[src/rtl/ifetch_pkg.sv]
// Shared types and widths for the instruction fetch front-end.
`default_nettype none

package ifetch_pkg;

    localparam int INDEX_W = 32;
    localparam int DATA_W  = 16;
    localparam int ENTRY_W = DATA_W + INDEX_W;

    typedef enum logic [1:0] {
        BOOT = 2'd0,
        RUN  = 2'd1,
        HOLD = 2'd2
    } state_e;

    typedef struct packed {
        logic [DATA_W-1:0]  data;
        logic [INDEX_W-1:0] index;
    } entry_t;

endpackage

`default_nettype wire

[src/rtl/ifetch_fifo.sv]
// Synchronous prefetch FIFO; flush wins over push and pop.
`default_nettype none

module ifetch_fifo
    import ifetch_pkg::*;
#(
    parameter int unsigned DEPTH = 4,
    parameter int unsigned WIDTH = ENTRY_W,
    parameter int unsigned CNT_W = $clog2(DEPTH + 1)
) (
    input  logic             clock,
    input  logic             not_reset,
    input  logic             push,
    input  logic             pop,
    input  logic             flush,
    input  logic [WIDTH-1:0] din,
    output logic [WIDTH-1:0] dout,
    output logic [CNT_W-1:0] count
);

    localparam int unsigned PTR_W = $clog2(DEPTH);

    logic [WIDTH-1:0] mem_q [DEPTH];
    logic [PTR_W-1:0] rd_ptr_q, rd_ptr_d;
    logic [PTR_W-1:0] wr_ptr_q, wr_ptr_d;
    logic [CNT_W-1:0] count_q, count_d;
    logic             push_eff;
    logic             pop_eff;

    assign pop_eff  = pop & (count_q != '0);
    assign push_eff = push & ((count_q != CNT_W'(DEPTH)) | pop_eff);

    always_comb begin
        rd_ptr_d = rd_ptr_q;
        wr_ptr_d = wr_ptr_q;
        count_d  = count_q;
        if (flush) begin
            rd_ptr_d = '0;
            wr_ptr_d = '0;
            count_d  = '0;
        end else begin
            // Power-of-two depth lets the pointers wrap by plain overflow.
            if (push_eff) wr_ptr_d = wr_ptr_q + PTR_W'(1);
            if (pop_eff)  rd_ptr_d = rd_ptr_q + PTR_W'(1);
            case ({push_eff, pop_eff})
                2'b10:   count_d = count_q + CNT_W'(1);
                2'b01:   count_d = count_q - CNT_W'(1);
                default: count_d = count_q;
            endcase
        end
    end

    always_ff @(posedge clock or negedge not_reset) begin
        if (!not_reset) begin
            rd_ptr_q <= '0;
            wr_ptr_q <= '0;
            count_q  <= '0;
        end else begin
            rd_ptr_q <= rd_ptr_d;
            wr_ptr_q <= wr_ptr_d;
            count_q  <= count_d;
        end
    end

    always_ff @(posedge clock) begin
        if (push_eff && !flush) begin
            mem_q[wr_ptr_q] <= din;
        end
    end

    assign dout  = mem_q[rd_ptr_q];
    assign count = count_q;

endmodule

`default_nettype wire

[src/rtl/ifetch_unit.sv]
// Instruction fetch front-end: icache requester, prefetch FIFO and redirect handling.
`default_nettype none

module ifetch_unit
    import ifetch_pkg::*;
#(
    parameter int unsigned        DEPTH       = 4,
    parameter logic [INDEX_W-1:0] RESET_INDEX = 32'h0000_0000
) (
    input  logic               clock,
    input  logic               not_reset,
    output logic               icache_not_enable,
    output logic [INDEX_W-1:0] icache_index,
    input  logic [DATA_W-1:0]  icache_data,
    output logic [DATA_W-1:0]  instr,
    output logic [INDEX_W-1:0] instr_index,
    output logic               instr_valid,
    input  logic               instr_ready,
    input  logic               redirect,
    input  logic [INDEX_W-1:0] redirect_index
);

    localparam int unsigned CNT_W = $clog2(DEPTH + 1);
    localparam int unsigned OCC_W = CNT_W + 1;

    state_e             state_q, state_d;
    logic [INDEX_W-1:0] fetch_index_q, fetch_index_d;
    logic [INDEX_W-1:0] pend_index_q, pend_index_d;
    logic               pending_q, pending_d;

    logic [CNT_W-1:0]   count;
    logic [OCC_W-1:0]   occupancy;
    logic               credit;
    logic               issue;
    logic               push;
    logic               pop;
    entry_t             din;
    entry_t             dout;

    // Same-cycle pops are not credited, so occupancy may briefly overstate.
    assign occupancy = OCC_W'(count) + OCC_W'(pending_q);
    assign credit    = occupancy < OCC_W'(DEPTH);
    assign issue     = (state_q == RUN) & ~redirect & credit;

    assign icache_not_enable = ~issue;
    assign icache_index      = fetch_index_q;

    assign push       = pending_q & ~redirect;
    assign pop        = instr_valid & instr_ready;
    assign din.data   = icache_data;
    assign din.index  = pend_index_q;

    always_comb begin
        state_d = state_q;
        case (state_q)
            BOOT:    state_d = RUN;
            RUN:     if (!credit) state_d = HOLD;
            HOLD:    if (credit)  state_d = RUN;
            default: state_d = BOOT;
        endcase
        if (redirect) state_d = RUN;
    end

    always_comb begin
        fetch_index_d = fetch_index_q;
        pend_index_d  = pend_index_q;
        pending_d     = issue;
        if (redirect) begin
            fetch_index_d = redirect_index;
        end else if (issue) begin
            fetch_index_d = fetch_index_q + INDEX_W'(1);
            pend_index_d  = fetch_index_q;
        end
    end

    always_ff @(posedge clock or negedge not_reset) begin
        if (!not_reset) begin
            state_q       <= BOOT;
            fetch_index_q <= RESET_INDEX;
            pend_index_q  <= '0;
            pending_q     <= 1'b0;
        end else begin
            state_q       <= state_d;
            fetch_index_q <= fetch_index_d;
            pend_index_q  <= pend_index_d;
            pending_q     <= pending_d;
        end
    end

    ifetch_fifo #(
        .DEPTH (DEPTH),
        .WIDTH (ENTRY_W),
        .CNT_W (CNT_W)
    ) u_fifo (
        .clock     (clock),
        .not_reset (not_reset),
        .push      (push),
        .pop       (pop),
        .flush     (redirect),
        .din       (din),
        .dout      (dout),
        .count     (count)
    );

    assign instr_valid = (count != '0);
    assign instr       = instr_valid ? dout.data  : '0;
    assign instr_index = instr_valid ? dout.index : '0;

endmodule

`default_nettype wire

[config.mk]
export PLATFORM = sky130hd
export DESIGN_NAME = ifetch_unit
export DESIGN_NICKNAME = d
export VERILOG_FILES = /design/src/rtl/ifetch_pkg.sv /design/src/rtl/ifetch_fifo.sv /design/src/rtl/ifetch_unit.sv
export SDC_FILE = /design/constraint.sdc
export NUM_CORES = 1
export LEC_CHECK = 0
export CAP_MARGIN = 5
export CORE_AREA = 2 2 166 168
export CTS_BUF_LIST = sky130_fd_sc_hd__clkbuf_16
export CTS_CLUSTER_DIAMETER = 100
export DETAILED_ROUTE_END_ITERATION = 8
export DIE_AREA = 0 0 168 170
export SYNTH_ARGS = -nofsm -noshare
export SYNTH_HDL_FRONTEND = slang
export SYNTH_SLANG_ARGS = --single-unit
[constraint.sdc]
create_clock -name clock -period 3.04 [get_ports clock]
set_clock_uncertainty 0.15 [all_clocks]
set_input_delay 0.76 -clock clock [delete_from_list [all_inputs] [get_ports clock]]
set_output_delay 0.76 -clock clock [all_outputs]
set_load 0.05 [all_outputs]
== After elaboration in Yosys (flattened, before gate mapping) ==
Memories as Yosys holds them, arrays and structs flattened.
Index checks and enable logic that the tools add are counted.
Word-level totals
  memories kept: 1
  register bits after elaboration: 74
  memory bits (writable): 192
  output and inout bits: 82
Memories
  u_fifo.mem_q: words 4, width 48, rd ports 1, clocked after Yosys merged registers in 0, wr ports 1, line ifetch_fifo.sv:23  | logic [WIDTH-1:0] mem_q [DEPTH];
Cells by class
  bitwise operators: 9
  add/sub/neg operators: 6
  magnitude comparators: 1
  multiplexer cells: 16
  reductions and logical operators: 10
  eq/ne operators: 7
Operators by type and width (count)
  $mux W32: 3
  $add A32 B1 Y32 const B: 1
  $mux W16: 1
  $mux W2: 7
  $ne A3 B3 Y1 const B: 3
  $and A1 B1 Y1: 6
  $pmux W2 S3: 1
  $pmux W3 S2: 1
  $reduce_bool A2 Y1: 3
  $reduce_bool A3 Y1: 2
  $add A2 B1 Y2 const B: 2
  $add A3 B1 Y4: 1
  $eq A2 B1 Y1 const B: 2
  $eq A2 B2 Y1 const B: 2
  $lt A4 B3 Y1 const B: 1
  $reduce_and A2 Y1: 2
  $add A3 B1 Y3 const B: 1
  $mux W3: 1
  $sub A3 B1 Y3 const B: 1
  $logic_not A2 Y1: 1
  $mux W1: 2
  $not A1 Y1: 2
  $logic_and A1 B1 Y1: 1
  $logic_not A1 Y1: 1
  $or A1 B1 Y1: 1

== Logic depth before layout (Yosys ltp) ==
Gate-level depths: netlist of run 1.
  word-level depth: 8
  gate-level depth with buffers: 10
  depth with buffers taken out: 8

== Cells and area by module ==
Synthesis of run 1 repeated with hierarchy kept, for this count alone.
Second synthesis, totals
  cells, all modules: 662
  area total of the unflattened synthesis: 11096.9 um2
Modules (own cells, without submodules)
  ifetch_fifo: cells each 314, times used 1, area each 7578.5 um2
  ifetch_unit: cells each 348, times used 1, area each 3518.4 um2

== Worst setup path before layout of run 1 ==
No wires, ideal clock.
  path type: input to register
  from: input port instr_ready
  to: memory u_fifo.mem_q[1][0] (netlist bit) (enable)
  library setup time: 0.410 ns
  stages on the path: 4
  data arrival time: 2.873 ns
  path buffers: 1
  data required time: 2.480 ns
  setup slack: -0.394 ns
  cells stage by stage: clkbuf_1 > inv_1 > a311oi_1 > and2_1
Between the ends
  longest elaborated chain between the ends: 7
Ends and longest elaborated chain
  from (decl): line ifetch_unit.sv:18  | input logic instr_ready,
  $and A1 B1 Y1: line ifetch_unit.sv:49  | assign pop = instr_valid & instr_ready;
  $and A1 B1 Y1: line ifetch_fifo.sv:30  | assign pop_eff = pop & (count_q != '0);
  $or A1 B1 Y1: line ifetch_fifo.sv:31  | assign push_eff = push & ((count_q != CNT_W'(DEPTH)) | pop_eff);
  $and A1 B1 Y1: line ifetch_fifo.sv:31
  $logic_and A1 B1 Y1: line ifetch_fifo.sv:66  | if (push_eff && !flush) begin
  $mux W1: line ifetch_fifo.sv:66
  $mux W1 (implied by the code): line ifetch_fifo.sv:67  | mem_q[wr_ptr_q] <= din;
  to (decl): line ifetch_fifo.sv:23
Every way passes these cells.

== Worst setup path in the final report of run 1 ==
  from: register u_fifo.rd_ptr_q[0]
  to: output port instr_index[27]
Between the ends
  longest elaborated chain between the ends: 2
Ends and longest elaborated chain
  from (decl): line ifetch_fifo.sv:24  | logic [PTR_W-1:0] rd_ptr_q, rd_ptr_d;
  from (signal assigned): line ifetch_fifo.sv:59  | rd_ptr_q <= rd_ptr_d;
  $mem_v2 Z4 W48
  $mux W32: line ifetch_unit.sv:107  | assign instr_index = instr_valid ? dout.index : '0;
  to (decl): line ifetch_unit.sv:16  | output logic [INDEX_W-1:0] instr_index,
Every way passes these cells.

==> results of run 1 <==
what timing repair did:
action,in CTS,in global routing
setup buffers,7,1
pin swaps,6,0
endpoints found under the hold margin,0,0
gates cloned,2,1
endpoints found under the setup margin,48,36
gates resized for setup,70,13
per-stage QoR:
stage / util, % / setup TNS, ns / worst slack (ns) / std cells
6_report: 53.0 / -0.0172 / -0.0142 / 1246
5_1_grt: 53.0 / -0.557 / -0.0661 / 1246
4_1_cts: 52.7 / -0.279 / -0.0483 / 1244
3_5_place_dp: 47.9 / 0 / 0.362 / 1183
3_3_place_gp: 47.9 / 0 / 0.354 / 1183
2_1_floorplan: - / 0 / 0.0944 / 711
layout make-up:
type                       count  area (um2)  share of cell area [%]
inverter                       8        31.3                   0.221
clock inverter                20         140                   0.992
tap                          341         427                    3.02
multi-input combinational    402        3150                    22.3
clock buffer                  32         801                    5.67
timing repair buffer         177        1960                    13.8
sequential                   266        7620                    54.0
placed cells by master, fill, tap and decap left out, types with 2 or more instances in the layout:
cell,count
xor2_1,17
or3_4,2
buf_16,2
nand3_1,15
bufinv_16,2
mux4_2,48
nor4_1,3
o211ai_1,3
clkinv_1,6
and2_4,32
or3_1,2
inv_1,13
o21ai_1,4
dfrtp_1,72
xnor2_1,8
mux2i_1,5
buf_4,35
clkdlybuf4s50_1,81
nand2_1,133
a31oi_1,2
nor2_1,18
clkinv_2,5
buf_12,14
and2_2,4
clkinvlp_4,2
mux2_2,2
buf_8,3
a21oi_1,8
nor3_1,6
and3_1,4
buf_6,39
edfxtp_1,192
nand4_1,17
clkbuf_16,33
ha_1,5
o21ai_0,22
a31o_2,2
and2_1,20
nor4_2,2
worst max-delay path, stage by stage (launching register included):
cell       delay [ns]
dfrtp_4          0.45
bufbuf_16        0.29
mux4_2           0.52
and2_1           0.18
buf_4            0.18
per-layer routing:
layer  vias to the layer above  routed length, um  track usage [%]
li1                       2976                  -                -
met1                      3212              11600             25.8
met2                       176              11800             28.2
met3                        25               1250             2.49
met4                         0                384             4.01
met5                         -                  0                0
worst paths after layout:
kind | cells after the start | endpoint | from | slack, ns
max | 4 | instr_index[27] | u_fifo.rd_ptr_q[0] | -0.01
min | 1 | icache_index[18] | not_reset | 0.08
max reg2reg | 8 | icache_index[31] | u_fifo.count[0] | 0.57
min reg2reg | 0 | u_fifo.mem_q[2][7] | pend_index_q[7] | 0.36
max in group asynchronous | 2 | state_q[0] | not_reset | 2.08
min in group clock | 0 | u_fifo.mem_q[2][7] | pend_index_q[7] | 0.36
flip-flops by register name, indices dropped and copies added (netlist names):
name and flops:
icache_index 32, pend_index_q 32, pending_q 1, state_q 2, u_fifo.count 3, u_fifo.mem_q 192
u_fifo.rd_ptr_q 2, u_fifo.wr_ptr_q 2
power breakdown:
| group | internal [uW] | switching (uW) | total [uW] |
|---|---|---|---|
| combinational | 1510 | 2050 | 3560 |
| sequential | 4520 | 401 | 4920 |
| clock | 2040 | 1360 | 3400 |
cell families (layout without fill, tap and decap cells):
family / after synthesis / in the layout
AOI/OAI and AO/OA: 51 / 51
xor gates and xnor gates: 25 / 25
adders and majority gates: 7 / 7
buffers and inverters: 43 / 237
DFF: 266 / 266
muxes: 55 / 55
and+or+nand+nor: 264 / 264
==> reports/qor.yml, run 1 <==
hold_class: "primary input to async pin"
ant_nets: 0
clockBufferDepth: 3
wl_per_cell_um: 20.1
cts_tree: "done"
htree_levels: 1
dieArea_um2: 28600
final-setup-viol-count: 2
cts.clk_slew.worst_paths_ns: 0.06
maxCapViolations: 0
yosysSeqAreaShare_pct: 70.1
place_area_um2: 12800
startpoint_type: "flop"
synth_compound_area_share_pct: 2.89
synth_most_common_cell: "edfxtp_1"
fin_crit_sh_pct: 100
synthTopCellsByArea: "edfxtp_1, dfrtp_1, mux4_2"
leakagePower_uw: 0.00525
period_needed_ns: 3.05
power_uw: 11900
vias: 6389
slew_headroom_pct: 60.9
ys_seq_elements: 266
numClockSinks: 266
grt.total_usage_pct: 17.6
max_slew.worst_pin.slew_ns: 0.586
start_util_pct: 40.8
die_w_um: 168
fin_ws_ns: -0.0142
core-area_um2: 26700
pin_count: 134
path_max_fanout: 7
diodes: 0
gp_congestion: 0.759
drv_slew: 0
status: "finished with violations"
grt_pass1_wl_um: 38600
grt_max_degree: 43
grt-ovfl-total: 0
synth.largest_area_cell: "edfxtp_1"
synth_warnings: 0
clock_latency_ns: 0.53
layout-drive-gt1-share_pct: 26.1
cts_buffers: 28
drt-total-wl_um: 25000
netlist_area_um2: 10900
synthTopCellsByCount: "edfxtp_1, nand2_1, dfrtp_1"
vdd_ir_drop_max_mv: 0.415
area_delta_synth_final_pct: 30.1
antenna_found_initial: 0
first_pass_iters: 7
synthesis.nets: 769
cts-root-buf: "clkbuf_16"
rows: 60
synthMuxAreaShare_pct: 10.6
synth_edf_count: 192
rsz0062_at_grt: "yes"
grt_pass1_vias: 6400
whs_ns: 0.0789
hold_violations: 0
synth_simple_gate_area_share_pct: 11.8
max_freq_mhz: 327
io_buffers: 133
async_flop_share_pct: 27.8
power.density_nw_per_um2: 841
crit_path_end_kind: "primary output"
die_h_um: 170
fillers: 2184
nNetsFinal: 941
cts_hold_buf: 0
route.detailed.drc: 0
worstSetupPathType: "flop to primary output"
synth_xor_area_share_pct: 2.02
synth_top_family_by_area: "simple AND/OR/NAND/NOR gates"
violations: "setup timing"
arrival_ns: 2.14
yosysTopAreaCellShare_pct: 53.1
drt-initial-drc-count: 461
yosys.area_share.adder_pct: 0.852
synth.distinct_cells: 49
post-dp-hpwl_um: 16300
synth_cells: 711
finalInstanceArea_um2: 14100
viasPerCell: 5.13
required_ns: 2.13
ys.flop_type: "edfxtp_1"
syn_area_per_cell_um2: 15.3
Note: power is estimated with default switching activity, not from simulation.
==> run 2, diff against run 1 <==
- PLACE_DENSITY_LB_ADDON: not set -> 0.05
==> run 2 against run 1 <==
The flow now finishes without violations; routed wire length shrank 0.44%; sequential power increased by 0.8%; sequential share of layout area grew 1.1 points; critical endpoint is now instr_index[5]; largest power group unchanged.
==> reports/qor.yml, run 2 (same netlist as run 1, synthesis figures left out) <==
status: "finished clean"
cts_buffers: 28  # unchanged
clock_latency_ns: 0.53  # about the same
die_w_um: 168  # unchanged
htree_levels: 1  # unchanged
period_needed_ns: 3.04  # -0.0151 ns
whs_ns: 0.141  # +0.0620 ns
rsz0062_at_grt: "yes"
drt-total-wl_um: 24900  # -0.44%
power.density_nw_per_um2: 833  # -0.95%
hold_violations: 0  # unchanged
grt.total_usage_pct: 17.9  # +0.34 points
route.detailed.drc: 0  # unchanged
dieArea_um2: 28600  # unchanged
pin_count: 134  # unchanged
drv_slew: 0  # unchanged
max_slew.worst_pin.slew_ns: 0.756  # +0.170 ns
cts-root-buf: "clkbuf_16"
regMostFlops: "u_fifo.mem_q"
cts.clk_slew.worst_paths_ns: 0.07  # about the same
start_util_pct: 40.8  # unchanged
nNetsFinal: 931  # -1.1%
crit_path_end_kind: "primary output"
path_cells: "buf_8, mux4_2, and2_1, buf_4"
numClockSinks: 266  # unchanged
multi_input_area_um2: 3110  # -1.3%
slew_headroom_pct: 49.6  # -11 points
slowest_stage: "mux4_2"
core-area_um2: 26700  # unchanged
die_h_um: 170  # unchanged
startpoint_type: "flop"
cts_setup_buffers: 0  # -7
max_freq_mhz: 329  # +0.50%
fillers: 2231  # +2.2%
wl_per_cell_um: 20.2  # +0.37%
ant_nets: 0  # unchanged
final_common_cell: "edfxtp_1"
critPathMaxStageDelay_ns: 0.55  # +0.03 ns
layout-drive-gt1-share_pct: 23.7  # -2.4 points
finalSetupTns_ns: 0  # +0.0172 ns
grt-ovfl-total: 0  # unchanged
hold_class: "primary input to async pin"
drt-initial-drc-count: 376  # -18%
grt_pass1_wl_um: 39600  # +2.7%
gp_congestion: 0.826  # +8.8%
utilization_pct: 51.9  # -1.1 points
rows: 60  # unchanged
diodes: 0  # unchanged
grt_max_degree: 57  # +33%
required_ns: 2.13  # about the same
worstSetupPathType: "flop to primary output"
vdd_ir_drop_max_mv: 0.394  # -5.0%
fin_ws_ns: 0.000987  # +0.0151 ns
arrival_ns: 2.13  # about the same
grt_pass1_vias: 6917  # +8.1%
final-setup-viol-count: 0  # -2
cts_hold_buf: 0  # unchanged
vias: 6472  # +1.3%
antenna_found_initial: 0  # unchanged
cts_tree: "done"
maxCapViolations: 0  # unchanged
viasPerCell: 5.24  # +2.1%
leakagePower_uw: 0.00511  # -2.6%
final_cell_mix: "edfxtp_1, nand2_1, clkdlybuf4s50_1"
pre_cts_ws_ns: 0.189  # -0.173 ns
final_cells: 1236  # -0.80%
area_delta_synth_final_pct: 27.4
clockBufferDepth: 3  # unchanged
fin_crit_sh_pct: 100  # -0.50 points
io_buffers: 133  # unchanged
post-dp-hpwl_um: 17000  # +3.8%
regArea_um2: 7620  # about the same
dp.cells: 1184  # +0.085%
first_pass_iters: 4  # -3
path_max_fanout: 12  # +5
largest_register_ffs: 192  # unchanged
## run 2: final cells by class
cell class / instances / share of cell area [%]
sequential: 266 / 55.1
multi-input combinational: 402 / 22.5
timing repair buffer: 167 / 12.6
clock buffer: 29 / 5.24
tap: 341 / 3.08
clock inverter: 23 / 1.34
inverter: 8 / 0.226
## run 2: what timing repair did
action,CTS,global route
endpoints found under the setup margin,48,39
resized for setup,44,12
endpoints found under the hold margin,0,0
## run 2: final timing paths
kind | slack (ns) | to | startpoint | cells after the start
min | 0.14 | icache_index[17] | not_reset | 1
max in group asynchronous | 1.93 | pend_index_q[28] | not_reset | 2
min reg2reg | 0.37 | u_fifo.mem_q[1][8] | pend_index_q[8] | 0
max | 0.001 | instr_index[5] | u_fifo.rd_ptr_q[0] | 4
max reg2reg | 0.61 | u_fifo.count[2] | u_fifo.count[2] | 8
min in group clock | 0.37 | u_fifo.mem_q[1][8] | pend_index_q[8] | 0
## run 2: worst max-delay path: cells and delay by family (launching register included)
kind / cells / cell delay, ns
buffers and inverters: 2 / 0.39
flip-flops: 1 / 0.46
multiplexers: 1 / 0.55
AND/OR/NAND/NOR: 1 / 0.20
## run 2: layer usage
layer	GRT usage, %	vias to the layer above	share of wire (%)	wire length [um]
li1	-	2976	-	-
met1	25.3	3263	46	11400
met2	29.4	196	47	11700
met3	2.81	37	5.4	1360
met4	4.61	0	2.0	500
met5	0	-	0	0
## run 2: power by group
group / total, uW / internal, uW / switching, uW
registers: 4960 / 4520 / 440
logic: 3270 / 1300 / 1960
clock network: 3310 / 1920 / 1390
## run 2: metrics by stage
step | area (um2) | total power, uW
final | 13800 | 11500
after global routing | 13800 | 12100
after CTS | 13800 | 11600
after detailed placement | 12800 | 8160
after global placement | 12800 | 8100
after floorplan | 10900 | 6950
==> run 3, diff against run 2 <==
- CAP_MARGIN: 5 -> not set
- clock period: 3.04 -> 3.5 ns (I/O delays scaled with it)
==> run 3 against run 2 <==
Sequential power decreased by 13%; first-iteration DRC count grew 6.9%; highest routed layer unchanged; worst setup slack improved by 0.20 ns; critical path type unchanged; critical endpoint is now instr_index[14].
==> reports/qor.yml, run 3 (same netlist as run 1, synthesis figures left out) <==
die_w_um: 168  # unchanged
wl_per_cell_um: 20.3  # +0.52%
clockBufferDepth: 3  # unchanged
max_slew.worst_pin.slew_ns: 0.763  # +0.00747 ns
largest_register_ffs: 192  # unchanged
place_area_um2: 12600  # -1.2%
vias: 6412  # -0.93%
finalInstanceArea_um2: 13500  # -2.4%
whs_ns: 0.241  # +0.0999 ns
clock_latency_ns: 0.55  # +0.02 ns
path_max_fanout: 14  # +2
hold_violations: 0  # unchanged
startpoint_type: "flop"
cts_tree: "done"
pin_count: 134  # unchanged
fin_ws_ns: 0.204  # +0.203 ns
worst_path_dominant_cell_family: "multiplexers"
finalSetupTns_ns: 0  # unchanged
fin_crit_sh_pct: 94.2
cpMostUsedCell: "buf_4"
ant_nets: 0  # unchanged
final-setup-viol-count: 0  # unchanged
final_cell_mix: "edfxtp_1, nand2_1, clkdlybuf4s50_1"
status: "finished clean"
rsz0062_at_grt: "no"
post-dp-hpwl_um: 15900  # -6.2%
grt_max_degree: 56  # -1.8%
io_buffers: 133  # unchanged
first_pass_iters: 4  # unchanged
dieArea_um2: 28600  # unchanged
nNetsFinal: 920  # -1.2%
gp_congestion: 0.785  # -4.9%
die_h_um: 170  # unchanged
htree_levels: 1  # unchanged
critPathBufInv: 2  # unchanged
final_common_cell: "edfxtp_1"
path_cells: "buf_4, mux4_2, and2_1, buf_4"
cts_setup_buffers: 0  # unchanged
grt-ovfl-total: 0  # unchanged
worstSetupPathType: "flop to primary output"
slowest_stage: "mux4_2"
drv_slew: 0  # unchanged
utilization_pct: 50.7  # -1.3 points
grt_pass1_vias: 6648  # -3.9%
diodes: 0  # unchanged
max_freq_mhz: 303
area_delta_synth_final_pct: 24.3
period_needed_ns: 3.30
layout-drive-gt1-share_pct: 20.2  # -3.5 points
vdd_ir_drop_max_mv: 0.418  # +6.1%
required_ns: 2.47  # +0.34 ns
antenna_found_initial: 0  # unchanged
grt.total_usage_pct: 17.6  # -0.37 points
regMostFlops: "u_fifo.mem_q"
cts_hold_buf: 0  # unchanged
maxCapViolations: 0  # unchanged
critPathMaxStageDelay_ns: 0.59  # +0.04 ns
hold_class: "primary input to async pin"
power.density_nw_per_um2: 726  # -13%
slew_headroom_pct: 49.1  # -0.50 points
core-area_um2: 26700  # unchanged
cts_buffers: 29  # +3.6%
grt_pass1_wl_um: 38700  # -2.3%
rows: 60  # unchanged
arrival_ns: 2.27  # +0.14 ns
viasPerCell: 5.24  # about the same
cts-root-buf: "clkbuf_16"
cts.clk_slew.worst_paths_ns: 0.06  # about the same
leakagePower_uw: 0.00499  # -2.4%
crit_path_end_kind: "primary output"
route.detailed.drc: 0  # unchanged
drt-total-wl_um: 24800  # -0.46%
pre_cts_ws_ns: 0.345  # +0.155 ns
numClockSinks: 266  # unchanged
start_util_pct: 40.8  # unchanged
drt-initial-drc-count: 402  # +6.9%
## run 3: cell types whose count changed in the layout (fill, tap and decap cells not counted), sizes merged
cell	change
clkinvlp	-1
buf	-12
bufinv	+1
## run 3: cell type report
type,count,area (um2)
well taps,341,427
clock inverters,23,178
repair buffers,155,1450
multi-input cells,402,3070
fillers,2286,13100
inverters,8,31.3
flip-flops and latches,266,7620
clock buffers,29,726
## run 3: repair_timing
action,in CTS,in global routing
resized for setup,1,0
setup endpoints to repair,7,0
hold endpoints to repair,0,0
## run 3: report_power, final
part           leakage (uW)  internal, uW  switching [uW]
logic               0.00185           945            1660
registers           0.00267          3930             390
clock network      0.000479          1710            1170
## run 3: worst register-to-register path, cell delays in order, from the launching register on
cell and delay (ns):
dfrtp_1 0.48, or3_4 0.55, nand2_1 0.20, a21oi_1 0.08, fa_1 0.48, nor3_1 0.22, a21oi_1 0.06, a32oi_1 0.18
a21oi_1 0.09
## run 3: final timing paths
kind                                     from                 end  slack, ns  cells after the start
min in group clock            pend_index_q[6]  u_fifo.mem_q[2][6]       0.39                      0
min                                 not_reset    icache_index[20]       0.24                      1
min reg2reg                   pend_index_q[6]  u_fifo.mem_q[2][6]       0.39                      0
max in group asynchronous           not_reset    pend_index_q[11]       2.30                      2
max reg2reg                   u_fifo.count[2]     u_fifo.count[2]       0.90                      8
max                        u_fifo.rd_ptr_q[0]     instr_index[14]       0.20                      4
## run 3: metrics by stage
step	power, uW	instances
final	9810	1224
after global routing	10300	1224
after CTS	9920	1224
after detailed placement	7020	1172
after global placement	6970	1172
after floorplan	6030	711
## run 3: per-layer routing
layer | vias up | GRT usage (%) | wire (um)
met5 | - | 0 | 0
met4 | 0 | 4.99 | 550
met3 | 42 | 2.44 | 1100
met2 | 173 | 27.1 | 11300
met1 | 3255 | 26.3 | 11900
li1 | 2942 | - | -
